`src/rtl/pdec_pkg.sv`:
```
// Shared types and helpers for the 4-line priority-encoder link decoder.
// The onehot4 helper is reused by encoder/decoder benches as a reference model.
package pdec_pkg;

  typedef enum logic {
    IDLE = 1'b0,
    HOLD = 1'b1
  } state_t;

  typedef struct packed {
    logic       v;
    logic [1:0] y;
  } entry_t;

  localparam int FIFO_DEPTH = 2;

  // A code with v=0 is the "no line active" frame, whatever y says.
  function automatic logic [3:0] onehot4(input logic v, input logic [1:0] y);
    return v ? (4'b0001 << y) : 4'b0000;
  endfunction

endpackage

```
`src/rtl/pdecoder_hold_if.sv`:
```
// Code-input handshake and decoded-line output bundle of pdecoder_hold.
// master drives codes into the decoder; slave is the decoder side.
interface pdecoder_hold_if;

  logic       in_valid;
  logic       in_ready;
  logic [1:0] in_y;
  logic       in_v;
  logic [3:0] out_d;
  logic       out_valid;
  logic       busy;
  logic       code_err;

  modport master (
    output in_valid, in_y, in_v,
    input  in_ready, out_d, out_valid, busy, code_err
  );

  modport slave (
    input  in_valid, in_y, in_v,
    output in_ready, out_d, out_valid, busy, code_err
  );

endinterface

```
`src/rtl/pdec_fifo2.sv`:
```
// Two-entry synchronous FIFO of encoded codes with a registered occupancy count.
// Push while full and pop while empty are ignored.
module pdec_fifo2
  import pdec_pkg::*;
(
  input  logic       clk,
  input  logic       rst,
  input  logic       push,
  input  logic       pop,
  input  entry_t     wr_data,
  output entry_t     rd_data,
  output logic       full,
  output logic       empty,
  output logic [1:0] count
);

  entry_t     mem [FIFO_DEPTH];
  logic       wr_ptr;
  logic       rd_ptr;
  logic [1:0] count_q;
  logic       push_ok;
  logic       pop_ok;

  assign full    = (count_q == 2'(FIFO_DEPTH));
  assign empty   = (count_q == 2'd0);
  assign count   = count_q;
  assign push_ok = push & ~full;
  assign pop_ok  = pop & ~empty;
  assign rd_data = mem[rd_ptr];

  // NOTE: sequential state uses non-blocking (<=) so every flop samples pre-edge values.
  always_ff @(posedge clk) begin
    if (rst) begin
      wr_ptr  <= 1'b0;
      rd_ptr  <= 1'b0;
      count_q <= 2'd0;
    end else begin
      if (push_ok) wr_ptr <= ~wr_ptr;
      if (pop_ok)  rd_ptr <= ~rd_ptr;
      count_q <= count_q + {1'b0, push_ok} - {1'b0, pop_ok};
    end
  end

  // NOTE: storage is not reset; count_q gates every read, so stale contents are never observed.
  always_ff @(posedge clk) begin
    if (push_ok) mem[wr_ptr] <= wr_data;
  end

endmodule

```
`src/rtl/pdecoder_hold.sv`:
```
// Receive-side decoder: buffers (y, v) codes and drives each as a one-hot
// line vector for HOLD_CYCLES consecutive cycles, frames back-to-back.
module pdecoder_hold
  import pdec_pkg::*;
#(
  parameter int HOLD_CYCLES = 4
) (
  input logic          clk,
  input logic          rst,
  pdecoder_hold_if.slave bus
);

  localparam logic [3:0] HOLD_RELOAD = 4'(HOLD_CYCLES - 1);

  state_t     state_q, state_d;
  logic [3:0] hcnt_q, hcnt_d;
  logic [3:0] out_d_q, out_d_d;
  logic       out_valid_q, out_valid_d;
  logic       code_err_q;

  entry_t     head;
  logic       fifo_full;
  logic       fifo_empty;
  logic [1:0] fifo_count;
  logic       pop;
  logic       drop_frame;
  logic       accept;

  assign accept = bus.in_valid & ~fifo_full;

  pdec_fifo2 u_fifo (
    .clk     (clk),
    .rst     (rst),
    .push    (bus.in_valid),
    .pop     (pop),
    .wr_data ('{v: bus.in_v, y: bus.in_y}),
    .rd_data (head),
    .full    (fifo_full),
    .empty   (fifo_empty),
    .count   (fifo_count)
  );

  always_ff @(posedge clk) begin
    if (rst) begin
      state_q     <= IDLE;
      hcnt_q      <= 4'd0;
      out_d_q     <= 4'd0;
      out_valid_q <= 1'b0;
      code_err_q  <= 1'b0;
    end else begin
      state_q     <= state_d;
      hcnt_q      <= hcnt_d;
      out_d_q     <= out_d_d;
      out_valid_q <= out_valid_d;
      if (accept && !bus.in_v && bus.in_y != 2'd0) code_err_q <= 1'b1;
    end
  end

  // NOTE: every combinational output gets a default first so no path infers a latch.
  always_comb begin
    state_d    = state_q;
    hcnt_d     = hcnt_q;
    pop        = 1'b0;
    drop_frame = 1'b0;
    unique case (state_q)
      IDLE: begin
        if (!fifo_empty) begin
          pop     = 1'b1;
          hcnt_d  = HOLD_RELOAD;
          state_d = HOLD;
        end
      end
      HOLD: begin
        if (hcnt_q != 4'd0) begin
          hcnt_d = hcnt_q - 4'd1;
        end else if (!fifo_empty) begin
          // Next frame starts on the very next cycle: no gap between codes.
          pop    = 1'b1;
          hcnt_d = HOLD_RELOAD;
        end else begin
          drop_frame = 1'b1;
          state_d    = IDLE;
        end
      end
      default: state_d = IDLE;
    endcase
  end

  always_comb begin
    out_d_d     = out_d_q;
    out_valid_d = out_valid_q;
    if (pop) begin
      out_d_d     = onehot4(head.v, head.y);
      out_valid_d = 1'b1;
    end else if (drop_frame) begin
      out_d_d     = 4'd0;
      out_valid_d = 1'b0;
    end
  end

  assign bus.in_ready  = ~fifo_full;
  assign bus.out_d     = out_d_q;
  assign bus.out_valid = out_valid_q;
  assign bus.code_err  = code_err_q;
  assign bus.busy      = (state_q == HOLD) | (fifo_count != 2'd0);

endmodule

```
`src/flat_wrapper.sv`:
```
// flat-port wrapper written by rule: the top's interface ports become plain ports
module pdecoder_hold_flat import pdec_pkg::*;
#(
  parameter int HOLD_CYCLES = 4
)
  (clk, rst, bus_in_valid, bus_in_y, bus_in_v, bus_in_ready, bus_out_d, bus_out_valid, bus_busy, bus_code_err);
  pdecoder_hold_if bus_i ();
  input logic clk;
  input logic rst;
  input wire logic [$bits(bus_i.in_valid)-1:0] bus_in_valid;
  input wire logic [$bits(bus_i.in_y)-1:0] bus_in_y;
  input wire logic [$bits(bus_i.in_v)-1:0] bus_in_v;
  output wire logic [$bits(bus_i.in_ready)-1:0] bus_in_ready;
  output wire logic [$bits(bus_i.out_d)-1:0] bus_out_d;
  output wire logic [$bits(bus_i.out_valid)-1:0] bus_out_valid;
  output wire logic [$bits(bus_i.busy)-1:0] bus_busy;
  output wire logic [$bits(bus_i.code_err)-1:0] bus_code_err;
  assign bus_i.in_valid = bus_in_valid;
  assign bus_i.in_y = bus_in_y;
  assign bus_i.in_v = bus_in_v;
  assign bus_in_ready = bus_i.in_ready;
  assign bus_out_d = bus_i.out_d;
  assign bus_out_valid = bus_i.out_valid;
  assign bus_busy = bus_i.busy;
  assign bus_code_err = bus_i.code_err;
  pdecoder_hold #(.HOLD_CYCLES(HOLD_CYCLES)) u_core (.clk(clk), .rst(rst), .bus(bus_i));
endmodule
```
`config.mk`:
```
export PLATFORM = sky130hd
export DESIGN_NAME = pdecoder_hold_flat
export DESIGN_NICKNAME = d
export VERILOG_FILES = /design/src/rtl/pdec_pkg.sv /design/src/rtl/pdecoder_hold_if.sv /design/src/rtl/pdec_fifo2.sv /design/src/rtl/pdecoder_hold.sv /design/src/flat_wrapper.sv
export SDC_FILE = /design/constraint.sdc
export NUM_CORES = 1
export LEC_CHECK = 0
export ABC_AREA = 1
export CAP_MARGIN = 20
export CORE_MARGIN = 2
export CORE_UTILIZATION = 25
export CTS_CLUSTER_DIAMETER = 100
export CTS_CLUSTER_SIZE = 20
export DETAILED_ROUTE_END_ITERATION = 10
export GPL_TIMING_DRIVEN = 0
export SYNTH_ARGS = -nofsm -noshare
export SYNTH_HDL_FRONTEND = slang
export SYNTH_SLANG_ARGS = --single-unit
export TNS_END_PERCENT = 10
```
`constraint.sdc`:
```
create_clock -name clk -period 4.3 [get_ports clk]
set_input_delay 0.86 -clock clk [delete_from_list [all_inputs] [get_ports clk]]
set_output_delay 0.86 -clock clk [all_outputs]
set_load 0.02 [all_outputs]
```
==> results <==
- The number of nets in the synthesized netlist is 131.
- After filler insertion, the fill cell instance count of the layout stands at 399.
- The last weighted congestion value of the routability-driven placer is approximately 0.73.
- Gates resized during post-CTS repair numbered 0.
- The placed instances occupy a cell area of approximately 1200 um2.
- The transition time at the pin with the least slew margin is between 0.4 and 0.5 ns.
- Measured in cells, the most critical reg-to-reg path has a length of 10.
- The initial utilization of the core area, before any placement, comes to a little over a quarter.
- The proportion of power drawn by the clock network is 15.6%.
- In this run the tool buffered the top-level ports with 13 buffer cells.
- Global routing consumed, over all layers together, under 10% of the routing resources.
- After the flow finishes, the layout carries non-filler instances totaling 187.
- TritonCTS built the clock tree.
- For this design the top-level I/O count stands at 14.
- The clock transition at the registers of the reported paths is ~0.070 ns.
- VDD sags by at most ~0.21 mV.
- The largest clock skew in the final design is about 0.0013 ns.
- For this design the static power due to leakage is just over 0.0005 uW.
- The setup path with the least slack is of type reg2out.
- The tool flagged a number of max-cap violations equal to 0.
- The cell count after placement is roughly 180.
- The final layout contains about 150 nets.
- The detailed router placed 772 vias in this run.
- In this run the power spent charging and discharging nets is ~330 uW.
- The buffer depth of the longest clock path is 2.
- The number of antenna diodes in the final layout is 0.
- The share of synthesized area occupied by flip-flops and latches is between 50% and 60%.
- The growth of design area from synthesis to finish is 24.3%.
- The number of antenna violations at the first check in global routing is 0.
- The routed wire length is 1650 um.
- The ratio of total power to cell area is just under 700 nW/um2.
- The post-route antenna net violation count is 0.
- The start of the worst register-to-register path is u_core.hcnt_q[0].
- The internal portion of the total power is 484 uW.
- The kind of capture point of the worst setup path is an output pin.
- The top cell types in the final layout, fill and taps aside, are 33 x nand2_1, 19 x inv_1, 16 x nor2_1, 16 x dfxtp_1, 13 x clkdlybuf4s50_1.
- The floorplan row count is 22.
- The region available for standard cell placement spans 3690 um2.
- Buffers added to address setup during post-CTS repair amount to 0.
- The endpoint required time on the critical path is 3.44 ns.
- The via count of the first global-routing pass is around 770.
- After synthesis the cells add up to a little under 1000 um2.
- In this run the register-to-register setup slack is 2.46 ns.
- The die is 66.2 um wide.
- The run finished with clean final reports.
- Using the TritonRoute via totals, the vias-per-cell ratio works out to 4.13.
- The library cell used most frequently in the layout, excluding fill and tap cells, is nand2_1.
- The number of different library cells in the post-synthesis netlist is 16.
- Summed over all nets, the half-perimeter wirelength after detailed placement is 1370 um.
- The later pin in the worst-skew pair is clocked with a latency of 0.25 ns.
- The number of pins with negative max-slew slack in the final report was 0.
- The share of power burned in registers is 39.0%.
- STA classifies the critical path startpoint as a flop.
- The largest net degree at the start of global routing is 13.
- The average size of a mapped cell is between 7 and 8 um2.
- The combinational group share of total power is a little under half.
- The die extent in y is ~66 um.
- The wire length of the first global-routing pass is around 3100 um.
- The critical path arrival is 1.47 ns.
- Setup repair after global routing left no endpoint under its margin.
- The critical path starts at u_core.u_fifo.count[1].
- Static timing analysis puts the maximum clock frequency at 0.429 GHz.
- The capture point of the worst path is bus_busy.
- The critical register-to-register path endpoint is u_core.u_fifo.count[1].
- Once layout is complete, the utilization of the core stands at between 30% and 40%.
- The classification of the worst-slack hold path is reg2reg.
- Yosys printed 0 warnings.
- The first detailed-routing pass took 4 iterations.
- The detailed router finished its first iteration with 35 violations.
- The number of hold violations in the final report came to 0.
- Global routing finished with a remaining overflow of 0.
- The clock buffer count from CTS is 3.
- The remaining routing DRC violations is 0.
- The final-report setup violation count is 0.
- The clock period minus worst slack is ~2.3 ns.
- The CTS sink count is 22.
- The sum of negative setup slack is 0 ns.
- The cell count after synthesis came out at 122.
- The maximum fanout along the worst path is 4.
- The fraction of final layout cells sized beyond drive strength 1 is between 6 and 7%.
- In this run, synthesis produced a sequential element count of 22.
- For this design, the CTS-stage hold fixing added 0 buffers.
- CTS placed an instance of clkbuf_8 at the clock tree root.
- Once layout is done, the placed cells without fillers occupy around 1200 um2.
- In this run switching power makes up between 40 and 50% of total power.
- In this run the number of H-tree levels came out at 1.
- Dividing the final minimum period by the clock period gives between 50% and 60%.
- The per-cell routed wire length is around 9 um.
- The die footprint is 4380 um2.
- The remaining max-slew budget at the tightest pin is between 60% and 70%.
==> how the worst min path moves through the flow <==
| stage | start | endpoint | slack, ns | cells past startpoint |
|---|---|---|---|---|
| after floorplan | u_core.hcnt_q[0] | u_core.hcnt_q[0] | 0.45 | 2 |
| after global placement | u_core.bus.code_err | u_core.bus.code_err | 0.44 | 2 |
| after detailed placement | u_core.bus.code_err | u_core.bus.code_err | 0.45 | 2 |
| after CTS | u_core.bus.code_err | u_core.bus.code_err | 0.46 | 2 |
| after global routing | u_core.bus.code_err | u_core.bus.code_err | 0.48 | 2 |
| final | u_core.bus.code_err | u_core.bus.code_err | 0.45 | 2 |
==> per-layer routing <==
layer | GRT usage, % | vias up | share of wire (%)
li1 | - | 411 | -
met1 | 9.39 | 351 | 41
met2 | 17.5 | 8 | 55
met3 | 1.53 | 2 | 2.8
met4 | 4.59 | 0 | 0.91
met5 | 0 | - | 0
==> power groups by stage <==
stage / Clock, uW / Sequential [uW] / Combinational, uW
6_report: 127 / 316 / 369
5_1_grt: 141 / 326 / 431
4_1_cts: 130 / 317 / 377
3_5_place_dp: 0 / 321 / 376
3_3_place_gp: 0 / 318 / 362
2_1_floorplan: 0 / 327 / 264
==> flip-flops by register name (all words and copies together) (netlist names), named ones only <==
signal	count
u_core.bus.code_err	1
u_core.bus.out_d	4
u_core.bus.out_valid	1
u_core.hcnt_q	4
u_core.state_q	1
u_core.u_fifo.count	2
u_core.u_fifo.mem	6
u_core.u_fifo.rd_ptr	1
u_core.u_fifo.wr_ptr	1
==> cells in the mapped netlist <==
cell type  count  area share [%]
nand3_1        2             1.0
clkbuf_1       1            0.39
a21oi_1       11             5.7
nor2_1        16             6.2
a21oi_4        1             1.7
ha_1           3             3.9
nor2_4         1             1.2
o21ai_0        7             3.6
xnor2_1        1            0.91
dfxtp_1       16              33
edfxtp_1       6              19
nand2_2        3             1.9
inv_1         19             7.4
nor2_2         1            0.65
nand2_1       33              13
xor2_1         1            0.91
==> per-stage QoR <==
step / setup slack [ns] / total power (uW) / hold WS, ns
2_1_floorplan: 2.42 / 591 / 0.454
3_3_place_gp: 1.89 / 680 / 0.439
3_5_place_dp: 1.86 / 697 / 0.448
4_1_cts: 1.96 / 824 / 0.459
5_1_grt: 1.85 / 899 / 0.480
6_report: 1.97 / 812 / 0.452
==> critical path, cell delays in order (launching register included) <==
cell and delay (ns):
dfxtp_1 0.41, nor2_4 0.08, nand2_1 0.11, clkdlybuf4s50_1 0.62
==> kinds of logic after synthesis <==
group | after synthesis | synth area share (%)
compound gates | 19 | 11.0
xor+xnor | 2 | 1.81
fa+ha+maj | 3 | 3.88
buf+inv | 20 | 7.76
flops | 22 | 51.7
simple gates | 56 | 23.8
==> cell type report <==
type                    count  area, um2  share of cell area [%]
flip-flops and latches     22        500                    41.6
multi-input cells          80        392                    32.6
repair buffers             13        130                    10.8
inverters                  19       71.3                    5.93
well taps                  48       60.1                    4.99
clock buffers               4       45.0                    3.75
plain buffers               1       3.75                   0.312
No activity file was read; power rests on OpenSTA's default activity.
